### src/rtl/p_pmem_arbiter.sv
// p_pmem_arbiter
//   Two-client arbiter in front of the cacheline adaptor. One whole line
//   transaction is granted at a time (I-cache or D-cache). The command
//   (op, address, write data) is latched at the grant edge and held until
//   the adaptor answers. The single-cycle response is steered to the granted
//   client only. A one-cycle DONE bubble follows each transaction so that
//   the served cache can drop its request before the next arbitration.
//   Ties are broken round-robin, or always in favour of the D-cache when
//   D_PRIORITY is set.

module p_pmem_arbiter #(
    parameter int s_line     = 256,
    parameter int s_addr     = 32,
    parameter bit D_PRIORITY = 1'b0
) (
    input  logic              clk,
    input  logic              rst,

    input  logic              i_pmem_read,
    input  logic [s_addr-1:0] i_pmem_address,
    output logic              i_pmem_resp,
    output logic [s_line-1:0] i_pmem_rdata,

    input  logic              d_pmem_read,
    input  logic              d_pmem_write,
    input  logic [s_addr-1:0] d_pmem_address,
    input  logic [s_line-1:0] d_pmem_wdata,
    output logic              d_pmem_resp,
    output logic [s_line-1:0] d_pmem_rdata,

    output logic              pmem_read,
    output logic              pmem_write,
    output logic [s_addr-1:0] pmem_address,
    output logic [s_line-1:0] pmem_wdata,
    input  logic              pmem_resp,
    input  logic [s_line-1:0] pmem_rdata
);

    localparam logic [1:0] ST_IDLE   = 2'd0;
    localparam logic [1:0] ST_I_BUSY = 2'd1;
    localparam logic [1:0] ST_D_BUSY = 2'd2;
    localparam logic [1:0] ST_DONE   = 2'd3;

    localparam logic GNT_I = 1'b0;
    localparam logic GNT_D = 1'b1;

    logic [1:0]        state_q, state_d;
    logic              last_grant_q, last_grant_d;
    logic              pmem_read_q, pmem_read_d;
    logic              pmem_write_q, pmem_write_d;
    logic [s_addr-1:0] pmem_address_q, pmem_address_d;
    logic [s_line-1:0] pmem_wdata_q, pmem_wdata_d;

    logic              i_req_s;
    logic              d_req_s;
    logic              d_wins_s;

    // Arbitration, command latching and transaction sequencing.
    always_comb begin
        state_d        = state_q;
        last_grant_d   = last_grant_q;
        pmem_read_d    = pmem_read_q;
        pmem_write_d   = pmem_write_q;
        pmem_address_d = pmem_address_q;
        pmem_wdata_d   = pmem_wdata_q;

        i_req_s  = i_pmem_read;
        d_req_s  = d_pmem_read | d_pmem_write;
        // D takes a tie under fixed priority, or when I was served last.
        d_wins_s = d_req_s & (~i_req_s | D_PRIORITY | (last_grant_q == GNT_I));

        case (state_q)
            ST_IDLE: begin
                if (d_wins_s) begin
                    state_d        = ST_D_BUSY;
                    last_grant_d   = GNT_D;
                    pmem_address_d = d_pmem_address;
                    pmem_wdata_d   = d_pmem_wdata;
                    // A dirty-victim write-back must reach memory before the refill.
                    pmem_write_d   = d_pmem_write;
                    pmem_read_d    = d_pmem_read & ~d_pmem_write;
                end else if (i_req_s) begin
                    state_d        = ST_I_BUSY;
                    last_grant_d   = GNT_I;
                    pmem_address_d = i_pmem_address;
                    pmem_read_d    = 1'b1;
                    pmem_write_d   = 1'b0;
                end else begin
                    state_d        = ST_IDLE;
                end
            end
            ST_I_BUSY, ST_D_BUSY: begin
                if (pmem_resp) begin
                    state_d      = ST_DONE;
                    pmem_read_d  = 1'b0;
                    pmem_write_d = 1'b0;
                end else begin
                    state_d      = state_q;
                end
            end
            ST_DONE: begin
                // Bubble: the just-served request is stale here, do not sample it.
                state_d = ST_IDLE;
            end
            default: begin
                state_d      = ST_IDLE;
                pmem_read_d  = 1'b0;
                pmem_write_d = 1'b0;
            end
        endcase
    end

    // State, round-robin pointer and latched command registers.
    always_ff @(posedge clk or posedge rst) begin
        if (rst) begin
            state_q        <= ST_IDLE;
            last_grant_q   <= GNT_I;
            pmem_read_q    <= 1'b0;
            pmem_write_q   <= 1'b0;
            pmem_address_q <= '0;
            pmem_wdata_q   <= '0;
        end else begin
            state_q        <= state_d;
            last_grant_q   <= last_grant_d;
            pmem_read_q    <= pmem_read_d;
            pmem_write_q   <= pmem_write_d;
            pmem_address_q <= pmem_address_d;
            pmem_wdata_q   <= pmem_wdata_d;
        end
    end

    assign pmem_read    = pmem_read_q;
    assign pmem_write   = pmem_write_q;
    assign pmem_address = pmem_address_q;
    assign pmem_wdata   = pmem_wdata_q;

    // The response is steered same-cycle; outside a busy state it is spurious.
    assign i_pmem_resp  = pmem_resp & (state_q == ST_I_BUSY);
    assign d_pmem_resp  = pmem_resp & (state_q == ST_D_BUSY);

    // Read data is shared; each cache qualifies it with its own resp.
    assign i_pmem_rdata = pmem_rdata;
    assign d_pmem_rdata = pmem_rdata;

endmodule

### config.mk
export PLATFORM = sky130hd
export DESIGN_NAME = p_pmem_arbiter
export DESIGN_NICKNAME = d
export VERILOG_FILES = /design/src/rtl/p_pmem_arbiter.sv
export SDC_FILE = /design/constraint.sdc
export NUM_CORES = 1
export LEC_CHECK = 0
export ABC_AREA = 1
export CAP_MARGIN = 30
export CORE_AREA = 2 2 539 541
export DETAILED_ROUTE_END_ITERATION = 7
export DIE_AREA = 0 0 541 543
export GPL_TIMING_DRIVEN = 0
export PLACE_DENSITY = 0.3
export SLEW_MARGIN = 5
export SYNTH_ARGS = -nofsm -noshare
export SYNTH_HDL_FRONTEND = slang
export SYNTH_SLANG_ARGS = --single-unit
### constraint.sdc
create_clock -name clk -period 14.5 [get_ports clk]
set_input_delay 2.9 -clock clk [delete_from_list [all_inputs] [get_ports clk]]
set_output_delay 2.9 -clock clk [all_outputs]
set_load 0.05 [all_outputs]
==> metrics, run 1 <==
status=finished, final reports clean; clk sink count=293; vias per inst=2.44; CP top delay family=buffers and inverters; maximum vdd drop=0.106 mV; CP peak stage delay=0.83 ns; required time of the critical path=11.60 ns; Syn. warnings=0; Worst-path clk slew=0.06 ns; power share of the clock group=16.4%; Fillers=33100; Initial DRT Pass Iterations=5; initial core utilization=5.42%; post-route cell area=33600 um2; placed inst area=31900 um2; Logic pwr share=62.7%; Seq pwr share=20.8%; Setup Skew=0.0551 ns; synthesized area per cell=8.28 um2; CTS H-tree lvls=2; core area=287000 um2; Post-CTS Hold Buffers=0; CP max stage cell=clkdlybuf4s50_1; Tot GR Track Use=11.4%; FF+latch count, synth=293; CTS Buffer Depth=3; final cell count without fillers=6906; crit path cell chain=clkdlybuf4s50_1, nand2_1, inv_1, clkdlybuf4s50_1; most used cell, CP=clkdlybuf4s50_1; dpl hpwl=158 mm; post-CTS sizing=0; Placement Setup Slack=7.17 ns; final hold violation count=0; CTS tree=yes; Startpoint Class=primary input; Worst R2R End=pmem_wdata[247]; vias in the first global route=17100; CTS Root Cell=clkbuf_16; Die Span Y=543 um; Pleak=14.6 nW; Rows=197; placed insts=6804; largest net degree at the start of global routing=91; WL/cell=25.2 um; Final Cycle Share=50.3%; RR Startpoint=state_q[0]; switching part of the total power=54.9%; Reg2Reg Depth=8; WHS Path Cells=2; gr ovfl total=0; Clock Latency Late Sink=0.66 ns; CP Data Arrival Time=4.39 ns; RSZ-0062 raised after global routing=false; 1st-iter DRT viols=940; Die W=541 um; sequential share of the synthesized area=47.1%; post-layout min period=7.29 ns; post-synthesis cell count=1882; synth-to-layout area growth=116%; Max Clk Rate=0.137 GHz; crit path kind=primary input to output port; Pint=3.23 mW; Antenna Nets Post-Route=0; Setup Buffers After CTS=0; nature of the critical path endpoint=output port; Worst Max-Slew Pin Slew=1.05 ns; first-pass GRT wire length=212 mm; CP bufs+invs=3; Mapped Nets=2467; antenna violations before repair=57; final setup margin=7.21 ns; RD Place Congestion=0.886; max_slew headroom=29.6%; CTS buffer count=46; Worst Hold Class=flop to flop; Ports=1386; WL final=174 mm; R2R setup slack=11.85 ns; CP Max Fanout=3; die area=294000 um2; Pwr Density=213 nW/um2; WHS Endpoint=pmem_address[1]; Port Buffers=1129; ratio of cells with drive above 1 in the final layout=21.6%; DR DRC count=0; Max Cap Viol=0; sequential cell area=7330 um2; final number of setup-violating endpoints=0; fin. max-slew vios=0; Multi-input gate area=3810 um2; Final nets=3660; area of the mapped netlist=15600 um2; Yosys cell types=17; total power=7.16 mW; DR vias=16800; Net Switching=3.93 mW; hold wc startpoint=pmem_address[1]
## worst max-delay path by stage
stage,from,to,cells after the start
floorplan,rst,last_grant_q,1
global placement,rst,pmem_wdata[210],2
detailed placement,pmem_resp,i_pmem_resp,4
CTS,pmem_resp,i_pmem_resp,4
global route,pmem_resp,i_pmem_resp,4
finish,pmem_resp,i_pmem_resp,4
## cells in the final DEF, fill, tap and decap left out, drive strengths merged
master / n
bufinv: 3
clkinvlp: 3
clkdlybuf4s50: 1129
o21ai: 2
nand2: 881
ha: 3
nand3b: 32
inv: 47
diode: 16
nor2: 4
a21oi: 2
nand3: 36
clkinv: 9
clkbuf: 74
dfrtp: 293
buf: 591
## cell type report
type | count | share of cell area, %
Timing Repair Buffer | 1145 | 34.9
Sequential cell | 293 | 21.8
Multi-Input combinational cell | 960 | 11.3
Antenna cell | 16 | 0.119
Inverter | 46 | 0.536
Clock buffer | 66 | 3.95
Tap cell | 3781 | 14.1
Clock inverter | 16 | 0.573
Buffer | 583 | 12.7
## cell usage after synthesis, drive strengths merged
library cell | n | area, um2
nand3b | 32 | 240
dfrtp | 293 | 7330
o21ai | 2 | 13.8
ha | 3 | 37.5
clkbuf | 8 | 30.0
buf | 575 | 4230
nand3 | 36 | 185
inv | 46 | 173
nand2 | 881 | 3310
nor2 | 4 | 15.0
a21oi | 2 | 10.0
## kinds of logic after synthesis
logic type	synth area share [%]
compound gates	0.153
simple gates	24.1
flops	47.1
buf+inv	28.4
fa+ha+maj	0.241
## tightest hold or removal path: cells and delay by family, from the launching register on
family / cells / cell delay [ns]
AND/OR/NAND/NOR: 2 / 0.10
flip-flops: 1 / 0.34
## sequential cells by signal (all words and copies together) (netlist names)
signal / count
last_grant_q: 1
pmem_address: 32
pmem_read: 1
pmem_wdata: 256
pmem_write: 1
state_q: 2
## metrics by stage
step | hold WS (ns) | setup TNS, ns | utilization (%)
after floorplan | 0.461 | 0 | -
final | 0.476 | 0 | 11.7
after detailed placement | 0.465 | 0 | 11.1
after global routing | 0.491 | 0 | 11.7
after CTS | 0.481 | 0 | 11.6
after global placement | 0.464 | -878.91 | 11.0
## per-layer routing
layer | vias up | track usage [%] | share of wire [%]
met5 | - | 0 | 0.065
met4 | 18 | 2.21 | 1.8
met3 | 126 | 6.41 | 13
met2 | 1073 | 18.4 | 46
met1 | 8029 | 13.1 | 39
li1 | 7573 | - | -
## power by group through the flow
stage | clock network [mW] | registers (mW) | logic [mW]
CTS | 1.24 | 1.49 | 4.57
global route | 1.26 | 1.54 | 4.79
floorplan | 0 | 2.79 | 1.10
global placement | 0 | 1.49 | 4.50
detailed placement | 0 | 1.49 | 4.55
finish | 1.18 | 1.49 | 4.49
Power figures use the tool's default switching activity.
==> inputs of run 2 (changes only) <==
Clock period 14.5 ns to 7.3 ns, I/O delays scaled along.
==> metrics, run 2 (synthesized netlist as in run 1, its figures left out) <==
Max Cap Viol=0; most common cell after layout, fill and taps aside=clkdlybuf4s50_1; final setup margin=2.87 ns; CP max stage cell=clkdlybuf4s50_1; placed inst area=32300 um2; CP bufs+invs=3; final hold violation count=0; crit path kind=primary input to output port; CP Max Fanout=3; clk sink count=293; CTS Buffer Depth=3; Post-CTS Hold Buffers=0; DR vias=16700; nature of the critical path endpoint=output port; CTS buffer count=47; post-layout min period=4.43 ns; Fillers=33100; ratio of cells with drive above 1 in the final layout=22.0%; Final Cycle Share=60.7%; RD Place Congestion=0.862; Pwr Density=420 nW/um2; fin util=11.8%; first-pass GRT wire length=213 mm; vias in the first global route=17100; DR DRC count=0; Rows=197; required time of the critical path=5.84 ns; Max Clk Rate=0.226 GHz; Worst Max-Slew Pin Slew=1.01 ns; Logic pwr share=63.0%; post-route cell area=33900 um2; CP top delay family=buffers and inverters; Setup Buffers After CTS=0; sequential cell area=7330 um2; gr ovfl total=0; core area=287000 um2; CTS tree=yes; max FFs per register=256; routed wire length on met3=20.9 mm; Die W=541 um; switching part of the total power=54.3%; Ports=1386; Seq pwr share=20.7%; maximum vdd drop=0.194 mV; Port Buffers=1129; Pint=6.51 mW; Initial DRT Pass Iterations=5; CP peak stage delay=0.84 ns; die area=294000 um2; status=finished, final reports clean; Tot GR Track Use=11.5%; final number of setup-violating endpoints=0; M1 wire length=70.1 mm; antenna violations before repair=68; fin. max-slew vios=0; Startpoint Class=primary input; Setup Skew=0.0470 ns; most frequent cells in the layout=1128 x clkdlybuf4s50_1, 879 x nand2_1, 539 x buf_4; crit path cell chain=clkdlybuf4s50_1, nand2_1, inv_1, clkdlybuf4s50_1; most used cell, CP=clkdlybuf4s50_1; CP Data Arrival Time=2.97 ns; 1st-iter DRT viols=886; dpl hpwl=159 mm; initial core utilization=5.42%; final cell count without fillers=6918; Multi-input gate area=3810 um2; WL/cell=25.3 um; vias per inst=2.42; Clock Latency Late Sink=0.65 ns; top layer in use=met5; Final nets=3674; power share of the clock group=16.3%; Pleak=14.7 nW; RSZ-0062 raised after global routing=false; Placement Setup Slack=2.85 ns; Worst-path clk slew=0.05 ns; CTS H-tree lvls=2; Antenna Nets Post-Route=0; CTS Root Cell=clkbuf_16; largest net degree at the start of global routing=34; Net Switching=7.73 mW; placed insts=6819; max_slew headroom=32.3%; post-CTS sizing=0; DR WL met2=81.4 mm; Die Span Y=543 um; Worst Hold Class=flop to flop; WL final=175 mm; synth-to-layout area growth=118%
-- run 2: cell count changes in the layout (fill, tap and decap cells not counted), moves of 2 or more --
cell       delta
clkbuf_1      -3
buf_12       +10
buf_16        +3
clkinv_2      -2
clkbuf_8      +3
bufinv_16     -2
clkbuf_16     +2
-- run 2: cell type report --
type / count / area share, %
inverters: 46 / 0.521
clock buffers: 68 / 4.15
multi-input cells: 960 / 11.3
flip-flops and latches: 293 / 21.6
diodes: 17 / 0.126
plain buffers: 583 / 12.6
clock inverters: 12 / 0.332
well taps: 3781 / 14.0
repair buffers: 1158 / 35.5
-- run 2: stage by stage --
step,TNS [ns],power [mW],hold WS (ns)
2_1_floorplan,0,7.74,0.461
3_3_place_gp,-536.99,11.9,0.463
3_5_place_dp,0,12.1,0.465
4_1_cts,0,14.6,0.482
5_1_grt,0,15.1,0.498
6_report,0,14.2,0.477
-- run 2: path summary, 6_finish.rpt --
check | endpoint | startpoint | cells after the start | slack (ns)
min | pmem_wdata[210] | pmem_wdata[210] | 2 | 0.48
max in group asynchronous | pmem_wdata[90] | rst | 6 | 4.55
min in group asynchronous | pmem_wdata[177] | rst | 2 | 1.26
max reg2reg | pmem_wdata[212] | state_q[0] | 7 | 4.78
min reg2reg | pmem_wdata[210] | pmem_wdata[210] | 2 | 0.48
max | i_pmem_resp | pmem_resp | 4 | 2.87
-- run 2: power groups by stage --
| stage | Sequential [mW] | Combinational [mW] | Clock (mW) |
|---|---|---|---|
| final | 2.95 | 8.96 | 2.32 |
| after global routing | 3.05 | 9.57 | 2.50 |
| after CTS | 2.96 | 9.18 | 2.44 |
| after detailed placement | 2.95 | 9.14 | 0 |
| after global placement | 2.95 | 8.91 | 0 |
| after floorplan | 5.55 | 2.19 | 0 |
-- run 2: worst min-delay path: cells and delay by family (launching register included) --
kind,cells,cell delay (ns)
flops,1,0.34
simple gates,2,0.11
-- run 2: layer usage --
metal / vias up / track usage (%)
met1: 7955 / 13.4
met4: 20 / 1.95
met3: 137 / 5.75
li1: 7602 / -
met2: 1020 / 18.8
met5: - / 0
